--- config.mk ---
export PLATFORM = sky130hd
export DESIGN_NAME = gpi_rx_fifo
export DESIGN_NICKNAME = d
export VERILOG_FILES = /design/src/rtl/gpi_rx_pkg.sv /design/src/rtl/gpi_rx_sync_fifo.sv /design/src/rtl/gpi_rx_fifo.sv
export SDC_FILE = /design/constraint.sdc
export NUM_CORES = 1
export LEC_CHECK = 0
export BUFFER_PORTS_ARGS = -buffer_cell sky130_fd_sc_hd__clkbuf_2
export CAP_MARGIN = 30
export CORE_UTILIZATION = 50
export CTS_CLUSTER_DIAMETER = 200
export DETAILED_ROUTE_END_ITERATION = 12
export PLACE_DENSITY = 0.82
export SLEW_MARGIN = 20
export SYNTH_ARGS = -nofsm -noshare
export SYNTH_HDL_FRONTEND = slang
export SYNTH_HIERARCHICAL = 1
export SYNTH_SLANG_ARGS = --single-unit
--- constraint.sdc ---
create_clock -name clk -period 5.65 [get_ports clk]
set_input_delay 0.2825 -clock clk [delete_from_list [all_inputs] [get_ports clk]]
set_output_delay 0.2825 -clock clk [all_outputs]
set_load 0.05 [all_outputs]
--- src/rtl/gpi_rx_pkg.sv ---
// Shared constants and helpers for the ACK-strobed GPI receive FIFO.
package gpi_rx_pkg;

  localparam int ACK_FALLING = 0;
  localparam int ACK_RISING  = 1;

  function automatic int count_w(input int depth);
    return $clog2(depth + 1);
  endfunction

endpackage

--- src/rtl/gpi_rx_sync_fifo.sv ---
// Single-clock FIFO with a registered first-word-fall-through head and occupancy count.
module gpi_rx_sync_fifo
  import gpi_rx_pkg::*;
#(
  parameter int DATA_W = 23,
  parameter int DEPTH  = 4
) (
  input  logic                        clk,
  input  logic                        reset_n,
  input  logic                        push,
  input  logic [DATA_W-1:0]           wdata,
  input  logic                        pop,
  output logic [DATA_W-1:0]           rdata,
  output logic                        valid,
  output logic                        full,
  output logic [count_w(DEPTH)-1:0]   count
);

  localparam int PW = $clog2(DEPTH);
  localparam int CW = count_w(DEPTH);

  logic [DATA_W-1:0] mem [DEPTH];
  logic [PW-1:0]     rd_ptr;
  logic [PW-1:0]     wr_ptr;
  logic [PW-1:0]     rd_nxt_ptr;
  logic [CW-1:0]     count_next;
  logic [DATA_W-1:0] head_next;

  assign full       = (count == CW'(DEPTH));
  assign rd_nxt_ptr = rd_ptr + PW'(1);

  // Next occupancy and next head word; the head must track the entry behind it on a pop.
  always_comb begin
    count_next = count;
    head_next  = rdata;
    case ({push, pop})
      2'b10:   count_next = count + CW'(1);
      2'b01:   count_next = count - CW'(1);
      default: count_next = count;
    endcase
    if (pop && (count > CW'(1))) begin
      head_next = mem[rd_nxt_ptr];
    end else if (push && ((count == CW'(0)) || (pop && (count == CW'(1))))) begin
      head_next = wdata;
    end else begin
      head_next = rdata;
    end
  end

  // Storage array; contents are don't-care after reset because the pointers restart.
  always_ff @(posedge clk) begin
    if (push) begin
      mem[wr_ptr] <= wdata;
    end
  end

  // Pointers, count and the registered head/valid outputs.
  always_ff @(posedge clk) begin
    if (!reset_n) begin
      rd_ptr <= '0;
      wr_ptr <= '0;
      count  <= '0;
      valid  <= 1'b0;
      rdata  <= '0;
    end else begin
      if (push) begin
        wr_ptr <= wr_ptr + PW'(1);
      end
      if (pop) begin
        rd_ptr <= rd_nxt_ptr;
      end
      count <= count_next;
      valid <= (count_next != CW'(0));
      rdata <= head_next;
    end
  end

endmodule

--- src/rtl/gpi_rx_fifo.sv ---
// GPI capture receiver: synchronises the ACK strobe, captures gpi on the chosen edge
// and buffers the words on a valid/ready stream with a sticky overflow flag.
module gpi_rx_fifo
  import gpi_rx_pkg::*;
#(
  parameter int DATA_W      = 23,
  parameter int DEPTH       = 4,
  parameter int SYNC_STAGES = 2,
  parameter int ACK_EDGE    = ACK_FALLING
) (
  input  logic                        clk,
  input  logic                        reset_n,
  input  logic [DATA_W-1:0]           gpi,
  input  logic                        ack,
  output logic [DATA_W-1:0]           rx_data,
  output logic                        rx_valid,
  input  logic                        rx_ready,
  output logic [count_w(DEPTH)-1:0]   count,
  output logic                        overflow,
  input  logic                        ovf_clr
);

  // Reset level equals the post-edge level so leaving reset never looks like an edge.
  localparam logic EDGE_LVL = (ACK_EDGE == ACK_RISING) ? 1'b1 : 1'b0;

  logic [SYNC_STAGES-1:0] sync;
  logic                   ack_s;
  logic                   ack_d;
  logic                   cap;
  logic                   pop;
  logic                   push;
  logic                   full;
  logic                   ovf_set;

  assign ack_s   = sync[SYNC_STAGES-1];
  assign pop     = rx_valid & rx_ready;
  assign push    = cap & (~full | pop);
  assign ovf_set = cap & full & ~pop;

  // ACK synchroniser chain plus the one-cycle delay used for edge detection.
  always_ff @(posedge clk) begin
    if (!reset_n) begin
      sync  <= {SYNC_STAGES{EDGE_LVL}};
      ack_d <= EDGE_LVL;
    end else begin
      sync  <= {sync[SYNC_STAGES-2:0], ack};
      ack_d <= ack_s;
    end
  end

  // Single-cycle capture pulse on the selected edge of the synchronised strobe.
  always_comb begin
    cap = 1'b0;
    if (EDGE_LVL) begin
      cap = ack_s & ~ack_d;
    end else begin
      cap = ~ack_s & ack_d;
    end
  end

  // Sticky overflow; a new drop wins over a simultaneous clear.
  always_ff @(posedge clk) begin
    if (!reset_n) begin
      overflow <= 1'b0;
    end else if (ovf_set) begin
      overflow <= 1'b1;
    end else if (ovf_clr) begin
      overflow <= 1'b0;
    end else begin
      overflow <= overflow;
    end
  end

  gpi_rx_sync_fifo #(
    .DATA_W (DATA_W),
    .DEPTH  (DEPTH)
  ) u_fifo (
    .clk     (clk),
    .reset_n (reset_n),
    .push    (push),
    .wdata   (gpi),
    .pop     (pop),
    .rdata   (rx_data),
    .valid   (rx_valid),
    .full    (full),
    .count   (count)
  );

endmodule
==> flow_summary.json, run 1 <==
{
  "place_ws_ns": 2.37,
  "die_x_um": 101,
  "vias_per_cell": 5.71,
  "worstPathRequired_ns": 6.03,
  "clkPwrFrac_pct": 49.6,
  "core.rowCount": 35,
  "cp-end-kind": "flop",
  "ys_seq_area_share_pct": 70.1,
  "worstPathCellList": "inv_1 > ha_1 > and2_1 > a21boi_0 > clkbuf_2 > inv_1 > ha_1 > nor2b_1 > a211oi_1 > a211oi_1 > or3_1",
  "dr.pass1.iters": 5,
  "nets": 411,
  "rsz0062_at_grt": "no",
  "cap_violations": 0,
  "hold_depth": 1,
  "skew_ns": 0.0138,
  "io_buffers": 55,
  "wl_um": 10300,
  "yosysUniqueCellTypes": 33,
  "syn2layout_area_growth_pct": 23.6,
  "cpPeakStageDelay_ns": 0.46,
  "synthArstFlopShare_pct": 0,
  "slew_headroom_pct": 49.6,
  "timing.final.setup_violations": 0,
  "syn_area_um2": 4940,
  "antenna_found_initial": 0,
  "p_total_uw": 2230,
  "fin_ws_ns": 2.59,
  "vdd.ir_drop.worst_mv": 0.227,
  "hp-class": "in -> reg",
  "p_per_area_nw_per_um2": 365,
  "maxSlewViolCount": 0,
  "fin_worst_hold_slack_ns": 0.0212,
  "power_frac_comb_pct": 4.7,
  "switching_share_pct": 21.1,
  "grtUsageTotal_pct": 21.7,
  "fin_setup_tns_ns": 0,
  "dp_hpwl_um": 6330,
  "ff2ff_path_depth": 11,
  "critPathLaunch": "u_fifo/count[1]",
  "core_area_um2": 9420,
  "die_height_um": 101,
  "grt_start_max_net_pins": 29,
  "tightest_slew_ns": 0.757,
  "ys_warn_count": 6,
  "syn_area_per_cell_um2": 16.5,
  "wl_per_cell_um": 20.0,
  "antenna_cells": 0,
  "die_area_um2": 10300,
  "syn_inst": 299,
  "htreeDepth": 4,
  "final.period_utilization_pct": 54.2,
  "drive_above_1_share_pct": 33.8,
  "vias": 2937,
  "cts_sinks": 127,
  "cts-root-buf": "clkbuf_8",
  "synthesis.nets": 338,
  "cp.arrival_ns": 3.44,
  "dp_cells": 475,
  "path_class": "reg -> reg",
  "intPower_uw": 1760,
  "final_cells": 514,
  "fmax_mhz": 327,
  "synthFlopType": "edfxtp_1",
  "clk_latency_ns": 0.51,
  "crit_fanout": 6,
  "status": "finished, final reports clean",
  "hold_start": "gpi[13]",
  "p_sw_uw": 469,
  "period_minus_slack_ns": 3.06,
  "drtAntennaViolNets": 0,
  "cellLeakagePower_uw": 0.00212,
  "io_pins": 56,
  "drcViolationCount": 0,
  "grt_pass1_wl_um": 15800,
  "crit_slowest_cell": "dfxtp_1",
  "r2r_start": "u_fifo/count[1]",
  "finalHoldViolCount": 0,
  "cts_resized": 0,
  "gp_congestion": 0.843,
  "synth_seq_cells": 127,
  "seqPwrFrac_pct": 45.7,
  "cts_buffers": 17,
  "clk_pin_slew_ns": 0.06,
  "synth_edf_count": 92,
  "initial_utilization_pct": 52.5,
  "drt_iter0_markers": 168,
  "startpoint_type": "flop",
  "cts_tree": "yes",
  "grt_overflow": 0,
  "grt_pass1_vias": 2926,
  "clockBufferDepth": 2
}
==> through the flow <==
stage	area, µm²	utilization [%]
after floorplan	4940	-
after global placement	5310	56.3
after detailed placement	5420	57.5
after CTS	6060	64.3
after global routing	6100	64.8
final	6100	64.8
==> power by group through the flow <==
stage / logic, µW / clock network, µW / registers [µW]
2_1_floorplan: 41.6 / 0 / 1060
3_3_place_gp: 89.9 / 0 / 1040
3_5_place_dp: 98.7 / 0 / 1040
4_1_cts: 102 / 1120 / 1020
5_1_grt: 111 / 1170 / 1020
6_report: 104 / 1100 / 1020
==> path summary, 6_finish.rpt <==
path,endpoint,slack (ns)
setup / recovery,u_fifo/valid,2.59
hold / removal,u_fifo/mem[0][13],0.02
setup reg to reg,u_fifo/valid,2.59
hold reg to reg,sync[1],0.46
==> per-layer routing <==
layer	vias to the layer above	global-route usage [%]	part of all wire, %
li1	1327	-	-
met1	1479	27.1	42
met2	119	35.8	51
met3	12	5.04	5.4
met4	0	11.0	1.4
met5	-	0	0
==> cells in the final DEF, fill, tap and decap left out, types with 4 or more instances in the layout <==
cell           Yosys  final
a21oi_1           25     24
nand2_1           24     24
dlygate4sd3_1      0      5
mux4_2            23     23
clkinvlp_4         0      4
ha_1              11     11
a32oi_1           21     21
and2_1             6      6
edfxtp_1          92     92
nor2_1             5      5
inv_1             10     10
dfxtp_1           35     34
buf_8              0      6
clkbuf_16          0     16
bufinv_16          0      4
clkbuf_2           0     56
==> worst max-delay path: cells and delay by family (launching register included) <==
kind	cells	cell delay (ns)
AOI/OAI and AO/OA	3	0.74
adders and majority gates	2	0.48
and+or+nand+nor	3	0.72
DFF	1	0.46
buffers and inverters	3	0.55
==> final cells by class <==
| type | count | area (µm²) |
|---|---|---|
| fillers | 621 | 3310 |
| repair buffers | 71 | 470 |
| multi-input cells | 144 | 1360 |
| well taps | 129 | 161 |
| clock inverters | 15 | 195 |
| flip-flops and latches | 127 | 3460 |
| inverters | 11 | 41.3 |
| clock buffers | 17 | 414 |
==> state kept, by name, summed over array words and instances, names as in the netlist <==
signal,count
ack_d,1
overflow,1
sync,2
u_fifo/count,3
u_fifo/mem,92
u_fifo/rd_ptr,2
u_fifo/rdata,23
u_fifo/valid,1
u_fifo/wr_ptr,2
==> logic make-up (layout without fill, tap and decap cells) <==
group,after synthesis,count (layout),share of synthesized area (%)
buf+inv,28,114,2.66
flops,127,127,70.1
fa+ha+maj,11,11,2.79
mux,25,25,10.9
compound gates,61,61,8.79
xor+xnor,3,3,0.532
simple gates,44,44,4.21
==> timing repair <==
item                                   CTS  global route
hold buffers                             3             2
setup buffers                            0             0
endpoints found under the hold margin    9             4
==> cell usage after synthesis (all sizes together), types with 2 or more instances <==
library cell,number,area (µm²)
clkbuf,3,11.3
nor2b,3,18.8
nand2,24,90.1
ha,11,138
edfxtp,92,2760
a211oi,2,15.0
a32oi,21,184
a22oi,2,15.0
mux2i,2,20.0
a21oi,26,134
dfxtp,35,701
o21ai,5,25.0
mux4,23,518
inv,11,41.3
xnor2,2,17.5
nor2,5,18.8
buf,14,78.8
and2,9,60.1
Note: power is estimated with default switching activity, not from simulation.
==> run 2: changes to the inputs <==
--- a/config.mk
+++ b/config.mk
@@ -5,12 +5,13 @@
 export SDC_FILE = /design/constraint.sdc
 export NUM_CORES = 1
 export LEC_CHECK = 0
+export ABC_AREA = 1
 export BUFFER_PORTS_ARGS = -buffer_cell sky130_fd_sc_hd__clkbuf_2
 export CAP_MARGIN = 30
 export CORE_UTILIZATION = 50
 export CTS_CLUSTER_DIAMETER = 200
 export DETAILED_ROUTE_END_ITERATION = 12
-export PLACE_DENSITY = 0.82
+export PLACE_DENSITY = 0.81
 export SLEW_MARGIN = 20
 export SYNTH_ARGS = -nofsm -noshare
 export SYNTH_HDL_FRONTEND = slang
==> constraint.sdc (replaced) <==
create_clock -name clk -period 3.15 [get_ports clk]
set_input_delay 0.1575 -clock clk [delete_from_list [all_inputs] [get_ports clk]]
set_output_delay 0.1575 -clock clk [all_outputs]
set_load 0.05 [all_outputs]
==> run 2 against run 1 <==
Largest power group unchanged. Die area increased by 11%. Flip-flop and latch count unchanged. Register-to-register slack got worse by 2.0 ns. Total power is 90% higher. Highest routed layer unchanged. Maximum frequency up 20%.
==> flow_summary.json, run 2 <==
{
  "period_minus_slack_ns": 2.56,
  "reg2reg_setup_slack_ns": 0.59,
  "antenna_found_initial": 0,
  "ff2ff_path_depth": 12,
  "synthTopCellsByArea": "edfxtp_1 50%, nand2_1 17%, dfxtp_1 13%, a21oi_2 3.3%, inv_1 3.3%",
  "fin_setup_tns_ns": 0,
  "place_area_um2": 5860,
  "cpPeakStageDelay_ns": 0.45,
  "yosysUniqueCellTypes": 22,
  "worst-path-buf-inv": 4,
  "dp_hpwl_um": 7110,
  "ys_seq_area_share_pct": 62.8,
  "hold_start": "rx_ready",
  "tightest_slew_ns": 0.695,
  "gp_congestion": 0.771,
  "finalHoldViolCount": 0,
  "die_area_um2": 11500,
  "synthFlopType": "edfxtp_1",
  "synth_seq_cells": 127,
  "synthMuxAreaShare_pct": 0,
  "cts_sinks": 127,
  "grt_pass1_vias": 4110,
  "min_to": "u_fifo/rd_ptr[1]",
  "final.period_utilization_pct": 81.1,
  "intPower_uw": 3280,
  "largestRegisters": "u_fifo/mem (92), u_fifo/rdata (23), u_fifo/count (3)",
  "cp-end-kind": "flop",
  "wl_um": 12600,
  "maxSlewViolCount": 0,
  "status": "finished, final reports clean",
  "skew_ns": 0.00810,
  "die_x_um": 107,
  "vias": 4125,
  "regArea_um2": 3460,
  "postCtsSetupBuffers": 0,
  "drive_above_1_share_pct": 19.7,
  "final_common_cell": "nand2_1",
  "cts-root-buf": "clkbuf_8",
  "drcViolationCount": 0,
  "seqPwrFrac_pct": 43.2,
  "cp.arrival_ns": 2.93,
  "multi_input_area_um2": 1670,
  "synth_top_family_by_area": "simple AND/OR/NAND/NOR gates",
  "synth_xor_area_share_pct": 0,
  "crit_slowest_cell": "dfxtp_1",
  "ys_warn_count": 6,
  "nets": 691,
  "worstPathCellList": "inv_1 > ha_1 > nand2_1 > inv_1 > a21oi_1 > inv_2 > nor2_2 > nand2_2 > nand2_2 > inv_4 > nand2_1 > a21oi_2",
  "cap_violations": 0,
  "synth_common_cells": "251 x nand2_1, 92 x edfxtp_1, 48 x inv_1, 35 x dfxtp_1, 25 x nand3_1",
  "hold_depth": 4,
  "synth_compound_area_share_pct": 7.35,
  "timing.final.setup_violations": 0,
  "cts_buffers": 17,
  "critPathLaunch": "u_fifo/count[1]",
  "slew_headroom_pct": 53.5,
  "worstPathRequired_ns": 3.52,
  "wl_per_cell_um": 15.8,
  "r2r_start": "u_fifo/count[1]",
  "io_pins": 56,
  "p_per_area_nw_per_um2": 623,
  "synthAdderAreaFrac_pct": 2.49,
  "dr.pass1.iters": 6,
  "htreeDepth": 4,
  "initial_utilization_pct": 52.5,
  "fmax_mhz": 391,
  "synth-simple-area-share_pct": 20.5,
  "vdd.ir_drop.worst_mv": 0.427,
  "core_area_um2": 10500,
  "syn_area_um2": 5520,
  "die_height_um": 107,
  "final_cell_mix": "251 x nand2_1, 92 x edfxtp_1, 55 x clkbuf_2, 48 x inv_1, 35 x dfxtp_1",
  "clockBufferDepth": 2,
  "syn_area_per_cell_um2": 9.76,
  "vias_per_cell": 5.15,
  "switching_share_pct": 22.3,
  "rsz0062_at_grt": "no",
  "drtAntennaViolNets": 0,
  "crit_fanout": 24,
  "p_sw_uw": 944,
  "core.rowCount": 37,
  "syn2layout_area_growth_pct": 23.0,
  "grt_overflow": 0,
  "syn_inst": 565,
  "power_frac_comb_pct": 6.8,
  "path_class": "reg -> reg",
  "synth_edf_count": 92,
  "crit_family": "simple AND/OR/NAND/NOR gates",
  "top_register": "u_fifo/mem",
  "clk_latency_ns": 0.52,
  "synth_top_cell_area_share_pct": 50.1,
  "cellLeakagePower_uw": 0.00292,
  "largest_register_ffs": 92,
  "fillers": 802,
  "synth_most_common_cell": "nand2_1",
  "io_buffers": 55,
  "antenna_cells": 0,
  "grt_pass1_wl_um": 20100,
  "clkPwrFrac_pct": 50.0,
  "cts_tree": "yes",
  "synthesis.nets": 604,
  "startpoint_type": "flop",
  "drt_iter0_markers": 337,
  "synthArstFlopShare_pct": 0,
  "hp-class": "in -> reg",
  "netlist.top_cell.by_area": "edfxtp_1",
  "clk_pin_slew_ns": 0.06,
  "fin_area_um2": 6790,
  "grt_start_max_net_pins": 48,
  "r2r-end": "u_fifo/rdata[4]",
  "grtUsageTotal_pct": 23.4
}
-- run 2: cell count changes after synthesis, moves of 7 or more --
cell     previous run  this run
nand2_1            24       251
inv_1              10        48
nand3_1             1        25
mux4_2             23         0
a32oi_1            21         0
a21oi_2             1        21
o21ai_1             2        20
a21oi_1            25         8
buf_6               2         9
o21ai_0             3        10
-- run 2: cell type report --
type / instances / share of cell area, %
Clock buffer: 18 / 6.16
Clock inverter: 14 / 3.35
Inverter: 54 / 3.04
Multi-Input combinational cell: 360 / 24.6
Sequential cell: 127 / 51.0
Tap cell: 136 / 2.51
Timing Repair Buffer: 92 / 9.29
-- run 2: per-stage QoR --
stage | util (%) | worst slack [ns] | power, µW | hold slack [ns] | instances
after global placement | 55.6 | 0.825 | 2100 | 0.339 | 740
after CTS | 64.6 | 0.620 | 4250 | 0.170 | 801
after detailed placement | 55.8 | 0.694 | 2110 | 0.343 | 741
after global routing | 64.6 | 0.375 | 4350 | 0.215 | 801
final | 64.6 | 0.594 | 4230 | 0.186 | 801
after floorplan | - | 0.674 | 2040 | 0.251 | 565
-- run 2: power by group through the flow --
| stage | registers [µW] | logic (µW) | clock network (µW) |
|---|---|---|---|
| finish | 1830 | 287 | 2120 |
| global route | 1830 | 311 | 2210 |
| CTS | 1830 | 284 | 2140 |
| detailed placement | 1860 | 253 | 0 |
| global placement | 1860 | 240 | 0 |
| floorplan | 1890 | 146 | 0 |
-- run 2: kinds of logic (layout without fill, tap and decap cells) --
| logic type | count (synthesis) | in the layout |
|---|---|---|
| fa+ha+maj | 11 | 11 |
| buf+inv | 78 | 178 |
| compound gates | 62 | 62 |
| flops | 127 | 127 |
| simple gates | 287 | 287 |
-- run 2: metal layers --
layer / track usage (%) / wire (µm)
met4: 9.10 / 148
met2: 40.2 / 6430
met1: 28.8 / 5330
met3: 5.23 / 740
met5: 0 / 0
-- run 2: timing repair --
item / CTS / global route
resized for setup: 0 / 0
endpoints found under the hold margin: 96 / 0
hold buffers: 28 / 0
-- run 2: worst max path at each step --
stage | slack, ns | to | depth (start not counted)
2_1_floorplan | 0.67 | u_fifo/mem[0][0] | 7
3_3_place_gp | 0.82 | u_fifo/rdata[2] | 12
3_5_place_dp | 0.69 | u_fifo/rdata[6] | 12
4_1_cts | 0.62 | u_fifo/rdata[4] | 12
5_1_grt | 0.38 | u_fifo/rdata[4] | 12
6_report | 0.59 | u_fifo/rdata[4] | 12
-- run 2: worst reg2reg max path, stage by stage, from the launching register on --
cell and delay [ns]:
dfxtp_1 0.45, inv_1 0.12, ha_1 0.21, nand2_1 0.07
inv_1 0.05, a21oi_1 0.38, inv_2 0.15, nor2_2 0.12
nand2_2 0.33, nand2_2 0.21, inv_4 0.12, nand2_1 0.14
a21oi_2 0.07
